File: src/rtl/sprite_line_culler.sv
// Per-scanline sprite culler: scans the transformed sprite table for one row and streams visible sprites.
// Optional build macro SPRITE_CULL_SORT_EN keeps the line buffer sorted far-to-near by depth.
module sprite_line_culler #(
    parameter int SPRITE_COUNT = 128,
    parameter int MAX_PER_LINE = 8,
    parameter int WIDTH        = 320,
    parameter int HEIGHT       = 240,
    localparam int AW = $clog2(SPRITE_COUNT),
    localparam int CW = $clog2(MAX_PER_LINE + 1),
    localparam int RW = (MAX_PER_LINE > 1) ? $clog2(MAX_PER_LINE) : 1
) (
    input  logic          clk,
    input  logic          rst,
    input  logic          start,
    input  logic [7:0]    line,
    output logic          busy,
    output logic          done,
    output logic [AW-1:0] stmeta_raddr,
    input  logic [119:0]  stmeta_read_data,
    output logic          out_valid,
    input  logic          out_ready,
    output logic [AW-1:0] out_id,
    output logic [7:0]    out_tex,
    output logic [15:0]   out_depth,
    output logic [15:0]   out_screenx,
    output logic [15:0]   out_height,
    output logic [15:0]   out_startx,
    output logic [15:0]   out_endx,
    output logic          out_last,
    output logic          overflow
);

    // state   | meaning
    // S_IDLE  | waiting for start, table address parked at 0
    // S_SCAN  | issuing table addresses, evaluating the previous entry
    // S_DRAIN | presenting buffered entries over valid/ready
    // S_DONE  | one-cycle done pulse, start ignored

    typedef enum logic [1:0] {S_IDLE, S_SCAN, S_DRAIN, S_DONE} state_t;

    typedef struct packed {
        logic [AW-1:0] id;
        logic [7:0]    tex;
        logic [15:0]   depth;
        logic [15:0]   screenx;
        logic [15:0]   height;
        logic [15:0]   startx;
        logic [15:0]   endx;
    } ent_t;

    localparam logic [AW:0]          SCAN_LAST = (AW + 1)'(SPRITE_COUNT);
    localparam logic [CW-1:0]        CNT_FULL  = CW'(MAX_PER_LINE);
    localparam logic signed [15:0]   X_MAX     = 16'(WIDTH - 1);
    localparam logic [8:0]           LINE_END  = 9'(HEIGHT);

    state_t        state_q, state_d;
    logic [AW:0]   scan_cnt;
    logic [7:0]    line_q;
    logic [CW-1:0] count, count_d;
    logic [RW-1:0] rd_idx;
    logic          drop;
    logic          hit;
    logic          eval_en;
    logic          line_on_screen;
    logic          full;
    logic          last_scan;
    logic          drain_last;
    ent_t          new_ent;
    ent_t          out_ent;
    ent_t          slot_q [MAX_PER_LINE];
    ent_t          slot_d [MAX_PER_LINE];

    logic signed [15:0] f_depth, f_starty, f_endy, f_startx, f_endx, line_s;

    assign f_depth  = stmeta_read_data[111:96];
    assign f_starty = stmeta_read_data[63:48];
    assign f_endy   = stmeta_read_data[47:32];
    assign f_startx = stmeta_read_data[31:16];
    assign f_endx   = stmeta_read_data[15:0];
    assign line_s   = {8'd0, line_q};

    // scan_cnt==0 only issues address 0; data for entry scan_cnt-1 is on the bus
    assign eval_en        = (state_q == S_SCAN) && (scan_cnt != '0);
    // rows below the screen cannot show anything
    assign line_on_screen = ({1'b0, line_q} < LINE_END);

    assign hit = eval_en && line_on_screen
                 && (f_depth > 16'sd0)
                 && (f_starty <= line_s) && (line_s <= f_endy)
                 && (f_endx >= 16'sd0)
                 && (f_startx <= X_MAX)
                 && (f_startx <= f_endx);

    assign full       = (count == CNT_FULL);
    assign last_scan  = (scan_cnt == SCAN_LAST);
    assign drain_last = (CW'(rd_idx) == count - CW'(1));

    always_comb begin
        new_ent         = '0;
        new_ent.id      = scan_cnt[AW-1:0] - AW'(1);
        new_ent.tex     = stmeta_read_data[119:112];
        new_ent.depth   = f_depth;
        new_ent.screenx = stmeta_read_data[95:80];
        new_ent.height  = stmeta_read_data[79:64];
        new_ent.startx  = (f_startx < 16'sd0) ? 16'd0 : f_startx;
        new_ent.endx    = (f_endx > X_MAX) ? X_MAX : f_endx;
    end

`ifdef SPRITE_CULL_SORT_EN
    logic [CW-1:0] pos;
    logic          nearer;
`endif

    // Next buffer contents and count for the entry under evaluation
    always_comb begin
        slot_d  = slot_q;
        count_d = count;
        drop    = 1'b0;
`ifdef SPRITE_CULL_SORT_EN
        // buffer is sorted descending, so entries at least as far form a prefix
        pos = '0;
        for (int j = 0; j < MAX_PER_LINE; j++) begin
            if ((CW'(j) < count) && ($signed(slot_q[j].depth) >= $signed(new_ent.depth)))
                pos = pos + CW'(1);
        end
        nearer = ($signed(new_ent.depth) < $signed(slot_q[0].depth));
`endif
        if (hit) begin
            if (!full) begin
                count_d = count + CW'(1);
`ifdef SPRITE_CULL_SORT_EN
                for (int j = 0; j < MAX_PER_LINE; j++) begin
                    if (CW'(j) == pos)
                        slot_d[j] = new_ent;
                    else if (CW'(j) > pos)
                        slot_d[j] = slot_q[(j + MAX_PER_LINE - 1) % MAX_PER_LINE];
                end
`else
                for (int j = 0; j < MAX_PER_LINE; j++) begin
                    if (CW'(j) == count)
                        slot_d[j] = new_ent;
                end
`endif
            end else begin
                drop = 1'b1;
`ifdef SPRITE_CULL_SORT_EN
                // evict the farthest (slot 0) and slide the farther prefix down by one
                if (nearer) begin
                    for (int j = 0; j < MAX_PER_LINE; j++) begin
                        if (CW'(j) + CW'(1) < pos)
                            slot_d[j] = slot_q[(j + 1) % MAX_PER_LINE];
                        else if (CW'(j) + CW'(1) == pos)
                            slot_d[j] = new_ent;
                    end
                end
`endif
            end
        end
    end

    always_ff @(posedge clk) begin
        if (rst) begin
            state_q  <= S_IDLE;
            scan_cnt <= '0;
            line_q   <= '0;
            count    <= '0;
            rd_idx   <= '0;
            overflow <= 1'b0;
        end else begin
            state_q <= state_d;
            case (state_q)
                S_IDLE: begin
                    if (start) begin
                        line_q   <= line;
                        count    <= '0;
                        overflow <= 1'b0;
                        scan_cnt <= '0;
                        rd_idx   <= '0;
                    end
                end
                S_SCAN: begin
                    scan_cnt <= scan_cnt + (AW + 1)'(1);
                    count    <= count_d;
                    if (drop)
                        overflow <= 1'b1;
                end
                S_DRAIN: begin
                    if (out_ready && !drain_last)
                        rd_idx <= rd_idx + RW'(1);
                end
                default: ;
            endcase
        end
    end

    always_ff @(posedge clk) begin
        if (!rst && (state_q == S_SCAN))
            slot_q <= slot_d;
    end

    always_comb begin
        state_d = state_q;
        case (state_q)
            S_IDLE:  if (start) state_d = S_SCAN;
            S_SCAN:  if (last_scan) state_d = (count_d == '0) ? S_DONE : S_DRAIN;
            S_DRAIN: if (out_ready && drain_last) state_d = S_DONE;
            S_DONE:  state_d = S_IDLE;
            default: state_d = S_IDLE;
        endcase
    end

    always_comb begin
        busy         = (state_q == S_SCAN) || (state_q == S_DRAIN);
        done         = (state_q == S_DONE);
        out_valid    = (state_q == S_DRAIN);
        out_last     = (state_q == S_DRAIN) && drain_last;
        stmeta_raddr = (state_q == S_SCAN) ? scan_cnt[AW-1:0] : '0;
        out_ent      = '0;
        if (state_q == S_DRAIN)
            out_ent = slot_q[rd_idx];
    end

    assign out_id      = out_ent.id;
    assign out_tex     = out_ent.tex;
    assign out_depth   = out_ent.depth;
    assign out_screenx = out_ent.screenx;
    assign out_height  = out_ent.height;
    assign out_startx  = out_ent.startx;
    assign out_endx    = out_ent.endx;

endmodule
File: config.mk
export PLATFORM = sky130hd
export DESIGN_NAME = sprite_line_culler
export DESIGN_NICKNAME = d
export VERILOG_FILES = /design/src/rtl/sprite_line_culler.sv
export SDC_FILE = /design/constraint.sdc
export NUM_CORES = 1
export LEC_CHECK = 0
export CAP_MARGIN = 15
export CORE_ASPECT_RATIO = 0.5
export CORE_MARGIN = 1
export CORE_UTILIZATION = 37
export CTS_CLUSTER_SIZE = 10
export DETAILED_ROUTE_END_ITERATION = 6
export PLACE_DENSITY_LB_ADDON = 0.12
export SLEW_MARGIN = 20
export SYNTH_ARGS = -nofsm -noshare
export SYNTH_HDL_FRONTEND = slang
export SYNTH_SLANG_ARGS = --single-unit
export TNS_END_PERCENT = 30
File: constraint.sdc
create_clock -name clk -period 8.93 [get_ports clk]
set_input_delay 1.786 -clock clk [delete_from_list [all_inputs] [get_ports clk]]
set_output_delay 1.786 -clock clk [all_outputs]
set_load 0.02 [all_outputs]
==> metrics.csv, run 1 <==
metric,value,unit
status,"finished, final reports clean",
mappedNetlistNets,1758,
multi_input_area,0.00768,mm2
synthArstFlopShare,0,%
drt-initial-drc-count,797,
final_layout_size_suffix_gt1_share,18.2,%
coreArea,0.0826,mm2
io_buffers,237,
synth_top_family_by_area,multiplexers,
crit_type,input pin to flip-flop,
period_share,71.8,%
drc,0,
synth.distinct_cells,63,
yosysSeqAreaShare,73.9,%
synthFlopType,edfxtp_1,
synth-edff-count,752,
clkLatencyLatePin,0.64,ns
numCtsBuffers,88,
grt_usage,17.2,%
cts_max_level,3,
tightest_slew,1.14,ns
synth-simple-area-share,4.15,%
r2r_cells,10,
drt-pass1-iter-count,5,
cp-end-kind,flip-flop,
ir_worst_vdd,0.118,mV
setup_viol,0,
cp-start-kind,input pin,
post_cts_resized,0,
synth_xor_area_share,0.476,%
dp_hpwl,43100,um
grt_first_pass_wirelength,109000,um
rows,74,
ys_top_cells_by_area,"edfxtp_1 (72%), mux4_2 (14%), mux2i_1 (3.1%), ha_1 (1.8%), dfxtp_1 (1.7%)",
fin_setup_tns,0,ns
antenna_found_initial,2,
fillers,7045,
grt_start_max_net_pins,96,
max_freq,156,MHz
die_x,413,um
cp.arrival,6.67,ns
syn_to_final_growth,19.7,%
synthAdderAreaFrac,1.80,%
gp_congestion,0.766,
synth_mux_area_share,16.7,%
place_inst,2865,
hold_path.class,flip-flop to flip-flop,
dieArea,0.0858,mm2
yosys.area.top_type,edfxtp_1,
finalClockSkew,0.0394,ns
min_period,6.41,ns
syn_area,0.0313,mm2
drt_wl_total,72400,um
initial_core_util,37.9,%
seq_area,0.0231,mm2
finalNonFillerCells,2980,
cts.reportedPaths.clkPinSlew,0.07,ns
overflow,0,
power_leakage,0.0115,uW
die_h,208,um
drtAntennaViolNets,0,
ys_ff_latch,778,
yosysTopAreaCellShare,72.2,%
root_buffer,clkbuf_16,
vias_per_cell,5.13,
avgSynthCellArea,19.8,um2
drv_cap,0,
cts_setup_buffers,0,
ctsHoldBuffers,0,
cp_max_fo,53,
slew_violations,0,
hold_viol_final,0,
rsz0062_at_grt,false,
relSlewSlack,24.1,%
yosysWarnings,0,
pin_count,239,
synthCells,1581,
required,9.19,ns
wl_per_cell,24.3,um
cts_buffer_depth,3,
dr_total_vias,15300,
holdPathStages,2,
nets,2030,
final_util,45.3,%
cts_tree,done,
grt_pass1_vias,16400,
synth_compound_area_share,1.40,%
cts.sinks,778,
power_per_cell_area,233,mW/mm2
-- cell usage after synthesis, types with 2 or more instances --
cell type  number
a21oi_1        24
a21o_1          3
xnor2_1         8
a21o_2          2
or2_2           7
clkbuf_1       45
mux4_2        188
o21ai_0         8
nor4_1          9
nor4_4          2
buf_2           3
a31oi_1         4
clkbuf_8        2
o211ai_1        2
nor3_1          4
nand3_1        13
nor2b_1        18
xor2_1          9
mux2i_1        97
and3_1          2
nor2_1        138
nand2_1        34
edfxtp_1      752
dfxtp_1        26
inv_1          44
or4_1           2
nor3b_1         3
and2_1         17
ha_1           45
nand4_1        10
o21ai_1         2
buf_1          26
nor4b_4         2
-- routing by layer --
layer	vias up	GRT usage, %	part of all wire, %
met5	-	0	0
met4	0	3.65	1.3
met3	76	2.99	3.1
met2	247	28.3	50
met1	8067	23.9	46
li1	6905	-	-
-- stage by stage --
stage                     setup slack, ns  cell area [um2]  hold WS (ns)  power (uW)
final                                2.52            37400         0.489        8720
after global routing                 2.29            37400         0.503        9080
after CTS                            2.50            37400         0.490        8860
after detailed placement             1.88            35100         0.481        5710
after global placement               1.78            35100         0.489        5710
after floorplan                      2.42            31300         0.453        5140
-- critical path, stage by stage --
cell and delay [ns]:
clkdlybuf4s50_1 0.58, inv_1 0.24, nand4_1 0.31, a311oi_1 0.97
o211ai_2 0.39, nor4_4 0.78, nor4b_4 0.41, and2_4 0.70
buf_12 0.37
-- state kept, by name, indices dropped and copies added (netlist names) --
register,count
state_q,2
scan_cnt,8
rd_idx,3
count,4
overflow,1
line_q,8
slot_q,752
-- cells in the final DEF, fill, tap and decap left out, drive strengths merged, types with 2 or more instances in the layout --
cell type and count:
edfxtp 752, clkdlybuf4s50 237, mux4 188, nor2 138, clkbuf 108, mux2i 97
inv 48, ha 45, nand2 34, dfxtp 26, a21oi 24, buf 24
nor2b 18, and2 17, nand3 13, nor4 11, nand4 10, o21ai 10
xor2 9, xnor2 8, or2 7, a21o 5, nor3 4, a31oi 4
nor3b 3, o211ai 3, or4 3, nor4b 3, diode 2, and3 2
a211o 2, clkinv 2
-- power by group --
group | leakage [uW] | internal, uW | switching (uW)
registers | 0.00697 | 4040 | 61.3
logic | 0.00336 | 703 | 780
clock network | 0.00116 | 1810 | 1330
total | 0.0115 | 6550 | 2170
-- final cells by class --
class	instances	area share, %
Antenna cell	2	0.0134
Clock buffer	108	6.22
Clock inverter	5	0.124
Inverter	45	0.458
Multi-Input combinational cell	679	20.5
Sequential cell	778	61.7
Tap cell	1102	3.68
Timing Repair Buffer	261	7.22
-- cells by family (layout without fill, tap and decap cells) --
| logic type | Yosys count | count (layout) |
|---|---|---|
| other cells | 1 | 3 |
| compound gates | 64 | 64 |
| flops | 778 | 778 |
| xor+xnor | 17 | 17 |
| mux | 286 | 286 |
| buf+inv | 124 | 419 |
| simple gates | 266 | 266 |
| fa+ha+maj | 45 | 45 |
-- path summary, 6_finish.rpt --
path | to | slack [ns] | from
worst max-delay path | slot_q[529]$_DFFE_PP_ | 2.52 | stmeta_read_data[15]
worst min-delay path | line_q[3]$_SDFFE_PP0P_ | 0.49 | line_q[3]$_SDFFE_PP0P_
worst max register to register | slot_q[529]$_DFFE_PP_ | 3.65 | state_q[1]$_SDFFE_PP0P_
worst min register to register | line_q[3]$_SDFFE_PP0P_ | 0.49 | line_q[3]$_SDFFE_PP0P_
Note: power is estimated with default switching activity, not from simulation.
==> run 2: changes to the inputs <==
==> constraint.sdc (replaced) <==
create_clock -name clk -period 5.6 [get_ports clk]
set_input_delay 1.12 -clock clk [delete_from_list [all_inputs] [get_ports clk]]
set_output_delay 1.12 -clock clk [all_outputs]
set_load 0.02 [all_outputs]
==> metrics.csv, run 2 (same netlist as run 1, synthesis figures left out) <==
metric,value,unit,change
largestRegisters,"slot_q x752, line_q x8, scan_cnt x8",,unchanged
grt_usage,17.3,%,was 17.2%
drt_wl_total,72800,um,was 72400 um
wl_per_cell,24.3,um,about the same
r2r_slack,1.84,ns,was 3.65 ns
power.total,14000,uW,was 8720 uW
cts_tree,done,,unchanged
cp.arrival,3.55,ns,was 6.67 ns
cp_cell_sequence,inv_1 > ha_1 > inv_4 > buf_4 > nor2_1 > clkdlybuf4s50_1,,was clkdlybuf4s50_1 > inv_1 > nand4_1 > a311oi_1 > o211ai_2 > nor4_4 > nor4b_4 > and2_4 > buf_12
slowest_delay,0.65,ns,was 0.97 ns
initial_core_util,37.9,%,unchanged
die_h,208,um,unchanged
grt_first_pass_wirelength,109000,um,unchanged
power_leakage,0.0117,uW,was 0.0115 uW
die_x,413,um,unchanged
ir_worst_vdd,0.197,mV,was 0.118 mV
cp-start-kind,flip-flop,,was input pin
cts_setup_buffers,0,,unchanged
period_share,83.3,%,
grt_pass1_vias,16300,,was 16400
numCtsBuffers,88,,unchanged
antenna_found_initial,1,,was 2
cp_max_fo,63,,was 53
gp_congestion,0.763,,was 0.766
finalClockSkew,0.0316,ns,was 0.0394 ns
cts.sinks,778,,unchanged
min_to,line_q[2]$_SDFFE_PP0P_,,was line_q[3]$_SDFFE_PP0P_
rows,74,,unchanged
hold_slack,0.481,ns,was 0.489 ns
setup_viol,0,,unchanged
post_cts_resized,0,,unchanged
dr_total_vias,15400,,was 15300
drc,0,,unchanged
r2r_cells,9,,was 10
layout_common_cells,"edfxtp_1 (752), clkdlybuf4s50_1 (237), mux4_2 (188)",,unchanged
seq_area,0.0231,mm2,unchanged
io_buffers,237,,unchanged
holdPathStages,2,,unchanged
final_common_cell,edfxtp_1,,unchanged
crit_type,flip-flop to output port,,was input pin to flip-flop
power_per_cell_area,370,mW/mm2,was 233 mW/mm2
grt_start_max_net_pins,67,,was 96
relSlewSlack,43.0,%,was 24.1%
cts_max_level,3,,unchanged
syn_to_final_growth,20.8,%,was 19.7%
final_util,45.7,%,was 45.3%
tightest_slew,0.856,ns,was 1.14 ns
clkLatencyLatePin,0.66,ns,was 0.64 ns
vias_per_cell,5.13,,about the same
cts_buffer_depth,3,,unchanged
drt-initial-drc-count,1183,,was 797
nets,2053,,was 2030
max_freq,214,MHz,
hold_path.class,flip-flop to flip-flop,,unchanged
r2r_end,slot_q[524]$_DFFE_PP_,,was slot_q[529]$_DFFE_PP_
overflow,0,,unchanged
holdCritStartpoint,line_q[2]$_SDFFE_PP0P_,,was line_q[3]$_SDFFE_PP0P_
final_layout_size_suffix_gt1_share,19.4,%,was 18.2%
fillers,7077,,was 7045
cp-end-kind,output port,,was flip-flop
ctsHoldBuffers,0,,unchanged
largest_register_ffs,752,,unchanged
min_period,4.67,ns,
drtAntennaViolNets,0,,unchanged
drt-pass1-iter-count,5,,unchanged
cts.reportedPaths.clkPinSlew,0.06,ns,was 0.07 ns
status,"finished, final reports clean",,unchanged
dp_hpwl,45100,um,was 43100 um
multi_input_area,0.00769,mm2,was 0.00768 mm2
crit_family,buffers and inverters,,was simple AND/OR/NAND/NOR gates
required,4.48,ns,was 9.19 ns
pin_count,239,,unchanged
r2r_start,state_q[1]$_SDFFE_PP0P_,,unchanged
rsz0062_at_grt,false,,unchanged
hold_viol_final,0,,unchanged
critPathSlowestCell,inv_4,,was a311oi_1
slew_violations,0,,unchanged
coreArea,0.0826,mm2,unchanged
drv_cap,0,,unchanged
critical_path_buf_inv_count,4,,was 3
dieArea,0.0858,mm2,unchanged
largest-register,slot_q,,unchanged
root_buffer,clkbuf_16,,unchanged
run 2: changes by cell type in the layout (fill, tap and decap cells not counted), moves of 2 or more:
cell	change
buf_4	+12
clkbuf_1	-4
buf_12	+11
clkinv_8	+2
run 2: layer usage:
metal  track usage (%)  part of all wire (%)
met4              3.91                   1.3
met1              25.1                    47
met2              27.2                    48
met3              3.15                   3.8
met5                 0                     0
run 2: worst max-delay path by stage:
stage / cells after the start / endpoint / slack, ns / start
6_report: 6 / out_depth[1] / 0.93 / state_q[0]$_SDFFE_PP0P_
5_1_grt: 6 / out_screenx[5] / 0.71 / state_q[0]$_SDFFE_PP0P_
4_1_cts: 6 / out_depth[1] / 0.85 / state_q[0]$_SDFFE_PP0P_
3_5_place_dp: 11 / slot_q[40]$_DFFE_PP_ / 0.51 / stmeta_read_data[15]
3_3_place_gp: 11 / slot_q[43]$_DFFE_PP_ / 0.60 / stmeta_read_data[15]
2_1_floorplan: 10 / slot_q[570]$_DFFE_PP_ / -0.24 / stmeta_read_data[13]
run 2: final cells by class:
type	instances	area share [%]
clock inverter	6	0.229
timing repair buffer	284	7.98
sequential	778	61.2
clock buffer	104	6.13
multi-input combinational	679	20.4
antenna	1	0.00663
tap	1102	3.65
inverter	45	0.454
run 2: worst register-to-register path, delay by kind of cell, from the launching register on:
family / cells / cell delay (ns)
AOI/OAI and AO/OA: 2 / 0.72
adders and majority gates: 1 / 0.69
buffers and inverters: 2 / 0.44
DFF: 1 / 0.34
and+or+nand+nor: 4 / 1.17
run 2: where the power goes:
group          internal (uW)  switching [uW]
clock                   2880            2150
combinational           1150            1280
sequential              6440            81.3
total                  10500            3510
run 2: metrics by stage:
stage | setup TNS, ns | instance area [um2] | setup slack, ns | std cells
finish | 0 | 37800 | 0.935 | 2999
global route | 0 | 37800 | 0.714 | 2998
CTS | 0 | 37800 | 0.847 | 2998
detailed placement | 0 | 35400 | 0.508 | 2888
global placement | 0 | 35400 | 0.603 | 2888
floorplan | -114.58 | 31300 | -0.244 | 1581
